### config.mk
export PLATFORM = sky130hd
export DESIGN_NAME = fwd_scoreboard
export DESIGN_NICKNAME = d
export VERILOG_FILES = /design/src/rtl/fwd_pkg.sv /design/src/rtl/fwd_port_match.sv /design/src/rtl/fwd_scoreboard.sv
export SDC_FILE = /design/constraint.sdc
export NUM_CORES = 1
export LEC_CHECK = 0
export CAP_MARGIN = 5
export CORE_MARGIN = 2
export CORE_UTILIZATION = 42
export CTS_BUF_LIST = sky130_fd_sc_hd__clkbuf_2
export CTS_CLUSTER_DIAMETER = 100
export CTS_CLUSTER_SIZE = 25
export DETAILED_ROUTE_END_ITERATION = 12
export HOLD_SLACK_MARGIN = 0.15
export PLACE_DENSITY_LB_ADDON = 0.08
export REMOVE_ABC_BUFFERS = 1
export SLEW_MARGIN = 20
export SYNTH_ARGS = -nofsm -noshare
export SYNTH_HDL_FRONTEND = slang
export SYNTH_HIERARCHICAL = 1
export SYNTH_SLANG_ARGS = --single-unit
### constraint.sdc
create_clock -name clk -period 2.2 [get_ports clk]
set_input_delay 0.33 -clock clk [delete_from_list [all_inputs] [get_ports clk]]
set_output_delay 0.33 -clock clk [all_outputs]
set_load 0.005 [all_outputs]
### src/rtl/fwd_pkg.sv
// Shared types and constants for the forwarding scoreboard.
// Stage index k counts stages after ID: 1=EX, 2=MEM, 3=WB.
package fwd_pkg;

  localparam int SEL_RF = 0;
  localparam int MAX_AW = 8;

  typedef struct packed {
    logic              vld;
    logic [MAX_AW-1:0] dest;
    logic              ld;
  } fwd_tag_t;

  function automatic int sel_w(input int depth);
    return $clog2(depth + 1);
  endfunction

endpackage

### src/rtl/fwd_port_match.sv
// Priority match of one ID source against the in-flight tags.
// Youngest matching stage wins; a too-young load flags load-use.
module fwd_port_match
  import fwd_pkg::*;
#(
  parameter int REG_AW     = 3,
  parameter int DEPTH      = 3,
  parameter int LOAD_STAGE = 2,
  parameter int SEL_W      = sel_w(DEPTH)
) (
  input  logic                   en_i,
  input  logic [REG_AW-1:0]      src_i,
  input  fwd_tag_t [DEPTH-1:0]   tag_i,
  output logic [SEL_W-1:0]       sel_o,
  output logic                   lu_o
);

  logic [MAX_AW-1:0] src_ext;

  assign src_ext = MAX_AW'(src_i);

  // Scan oldest to youngest so the youngest hit is the last write.
  always_comb begin
    sel_o = SEL_W'(SEL_RF);
    lu_o  = 1'b0;
    for (int i = DEPTH - 1; i >= 0; i--) begin
      if (en_i && tag_i[i].vld &&
          tag_i[i].dest == src_ext) begin
        lu_o  = tag_i[i].ld && (i + 1 < LOAD_STAGE);
        sel_o = lu_o ? SEL_W'(SEL_RF)
                     : SEL_W'(i + 1);
      end
    end
  end

endmodule

### src/rtl/fwd_scoreboard.sv
// Forwarding scoreboard: tracks in-flight destination tags and
// produces per-port bypass selects plus a load-use stall.
module fwd_scoreboard
  import fwd_pkg::*;
#(
  parameter int REG_AW     = 3,
  parameter int NUM_SRC    = 3,
  parameter int DEPTH      = 3,
  parameter int LOAD_STAGE = 2,
  parameter int SEL_W      = sel_w(DEPTH),
  parameter int CNT_W      = 16
) (
  input  logic                      clk,
  input  logic                      rst_n,
  input  logic                      id_valid,
  input  logic [NUM_SRC*REG_AW-1:0] id_src_addr,
  input  logic [NUM_SRC-1:0]        id_src_used,
  input  logic [REG_AW-1:0]         id_dest_addr,
  input  logic                      id_dest_we,
  input  logic                      id_is_load,
  input  logic                      id_flush,
  input  logic                      stall_ext,
  output logic [NUM_SRC*SEL_W-1:0]  frwd_sel,
  output logic                      hazard_stall,
  output logic [CNT_W-1:0]          stall_cnt
);

  fwd_tag_t [DEPTH-1:0] tag_q, tag_d;
  logic [CNT_W-1:0]     cnt_q;
  logic [NUM_SRC-1:0]   lu;
  logic                 issue;

  for (genvar p = 0; p < NUM_SRC; p++) begin : g_port
    logic [REG_AW-1:0] src;
    logic              en;

    assign src = id_src_addr[p*REG_AW +: REG_AW];
    assign en  = id_valid && id_src_used[p] &&
                 (src != '0);

    fwd_port_match #(
      .REG_AW    (REG_AW),
      .DEPTH     (DEPTH),
      .LOAD_STAGE(LOAD_STAGE),
      .SEL_W     (SEL_W)
    ) u_match (
      .en_i (en),
      .src_i(src),
      .tag_i(tag_q),
      .sel_o(frwd_sel[p*SEL_W +: SEL_W]),
      .lu_o (lu[p])
    );
  end

  assign hazard_stall = id_valid && !id_flush && (|lu);

  assign issue = id_valid && !id_flush && !hazard_stall &&
                 id_dest_we && (id_dest_addr != '0);

  always_comb begin
    tag_d = tag_q;
    for (int k = DEPTH - 1; k > 0; k--) begin
      tag_d[k] = tag_q[k-1];
    end
    tag_d[0] = '0;
    if (issue) begin
      tag_d[0].vld  = 1'b1;
      tag_d[0].dest = MAX_AW'(id_dest_addr);
      tag_d[0].ld   = id_is_load;
    end
  end

  always_ff @(posedge clk or negedge rst_n) begin
    if (!rst_n) begin
      tag_q <= '0;
      cnt_q <= '0;
    end else if (!stall_ext) begin
      tag_q <= tag_d;
      if (hazard_stall && (cnt_q != '1)) begin
        cnt_q <= cnt_q + 1'b1;
      end
    end
  end

  assign stall_cnt = cnt_q;

endmodule

==> flow_summary.yaml <==
global_route:
  grt_pass1_wl_um: 8631
  grt_pass1_vias: 1761
  grt_antenna_before_repair: 0
  grt_max_degree: 30
  grt_usage_pct: 21.52
  grt_overflow: 0
cts:
  worstSkewPairLatency_ns: 0.37
  clk_path_buf_depth: 2
  tritoncts: "yes"
  cts-buffers-inserted: 5
  cts_max_level: 2
  cts.hold.buffers_added: 0
  cts_sinks: 29
  path_clk_slew_ns: 0.15
  cts-root-buf: "clkbuf_2"
final_layout:
  diodes: 0
  fillers: 369
  fin_area_um2: 3120
  area_growth_pct: 59.46
  nets: 348
  finish.utilization_pct: 70.69
  drive_gt1_share_pct: 33.85
routing:
  drcViolationCount: 0
  drt.antenna.violating_nets: 0
  vias: 1863
  drt-total-wl_um: 5260
  drtIter0Drc: 49
  dr.pass1.iters: 4
  via_per_inst: 4.942
  detail_route.wl_per_cell_um: 13.95
job:
  max_cap_violations: 0
critical_path:
  crit_path_start: "tag_d[21]"
  cp.arrival_ns: 1.87
  end_kind: "output pin"
  required_ns: 1.87
  crit_fanout: 5
  r2r_start: "tag_d[11]"
  critical_path_class: "flop to output pin"
  startpoint_type: "flop"
floorplanning:
  dieArea_um2: 5222
  rows: 24
  die_w_um: 72.26
  initial_utilization_pct: 44.33
  core_um2: 4414
  die_y_um: 72.26
  io_pins: 45
placed_design:
  portBuffers: 44
  dp_hpwl_um: 3759
  placed_cell_area_um2: 2823
  gp_congestion: 0.8782
timing:
  fin_crit_sh_pct: 99.82
  rsz0062_at_grt: "yes"
  finalSetupViolCount: 0
  period_needed_ns: 2.196
  worst_slew_pin_slew_ns: 0.5433
  hold_viol: 0
  fin_worst_skew_ns: 0.01684
  slew_viol_final: 0
  max_freq_mhz: 455.4
  slew-limit-headroom_pct: 63.45
logic_synthesis:
  syn_avg_cell_area_um2: 10.09
  yosysWarningCount: 6
  synth_cells: 194
  syn-cell-area_um2: 1957
min_path:
  hp-class: "input port to asynchronous set/reset pin"
status:
  status: "finished clean"
power:
  ir_worst_vdd_uv: 241.4
  p_leak_nw: 1.549
  p_per_area_nw_per_um2: 366.0
  power_mw: 1.142
-- per-layer routing --
| metal | vias to the layer above | GRT usage [%] | share of wire (%) |
|---|---|---|---|
| met5 | - | 0 | 0 |
| met3 | 7 | 4.444 | 4.0 |
| met4 | 0 | 6.918 | 1.0 |
| met2 | 35 | 32.82 | 48 |
| li1 | 935 | - | - |
| met1 | 886 | 30.65 | 47 |
-- registers in the layout, indices dropped and copies added, names as in the netlist --
name	count
tag_q	4
stall_cnt	16
tag_d	9
-- power by group --
group          total [mW]  leakage [nW]  switching [mW]  internal (mW)
Combinational       0.199          1.13          0.0962          0.103
Sequential          0.574         0.377          0.0268          0.547
Clock               0.369        0.0388           0.185          0.185
Total                1.14          1.55           0.308          0.835
-- critical path: stages, from the launching register on --
cell	delay (ns)
dfrtp_2	0.50
xor2_2	0.18
or4_4	0.53
a21oi_2	0.17
buf_2	0.13
-- what timing repair did --
action                     4_1_cts  5_1_grt
pin swaps                       22       21
setup endpoints to repair       23       18
gates resized for setup         59       32
setup buffers                    6        4
-- final cells by class --
cell class / instances / area, um2 / share of cell area [%]
Clock inverter: 2 / 35.03 / 1.123
Multi-Input combinational cell: 204 / 1568 / 50.24
Inverter: 3 / 11.26 / 0.3609
Timing Repair Buffer: 82 / 679.4 / 21.77
Clock buffer: 5 / 25.02 / 0.8019
Tap cell: 52 / 65.06 / 2.085
Sequential cell: 29 / 737.0 / 23.62
-- final timing paths --
path                            endpoint  slack [ns]  cells after the start
min                         stall_cnt[0]        0.33                      2
min reg2reg                stall_cnt[15]        0.53                      1
max reg2reg                 stall_cnt[7]        0.08                      8
max                          frwd_sel[3]       0.004                      4
max in group asynchronous      tag_q[21]        1.57                      2
min in group clk               tag_d[10]        0.49                      3
-- cell usage in the layout, fill, tap and decap left out, types with 3 or more instances in the layout --
master	count
or3_1	4
nor3_2	6
mux2_2	8
nor4_2	6
nand4_1	8
nor4_1	4
dlygate4sd2_1	11
nand2_1	10
dfrtp_1	20
clkbuf_2	6
nand3_1	4
buf_2	7
inv_1	3
dfrtp_2	9
conb_1	45
nand3b_1	3
nor2_1	9
xor2_2	5
a22o_1	3
nor4b_1	3
nor3_1	9
clkdlybuf4s50_1	24
o311a_1	3
xor2_1	35
buf_4	36
-- through the flow --
| stage | setup slack, ns | cells | hold slack, ns | setup TNS, ns |
|---|---|---|---|---|
| after floorplan | 0.1382 | 236 | 0.03441 | 0 |
| after global placement | -0.6527 | 360 | 0.5072 | -9.936 |
| after detailed placement | -0.7537 | 360 | 0.5047 | -12.48 |
| after CTS | -0.05030 | 373 | 0.3295 | -0.05030 |
| after global routing | -0.1164 | 377 | 0.3218 | -0.6684 |
| final | 0.003924 | 377 | 0.3275 | 0 |
Power figures use the tool's default switching activity.
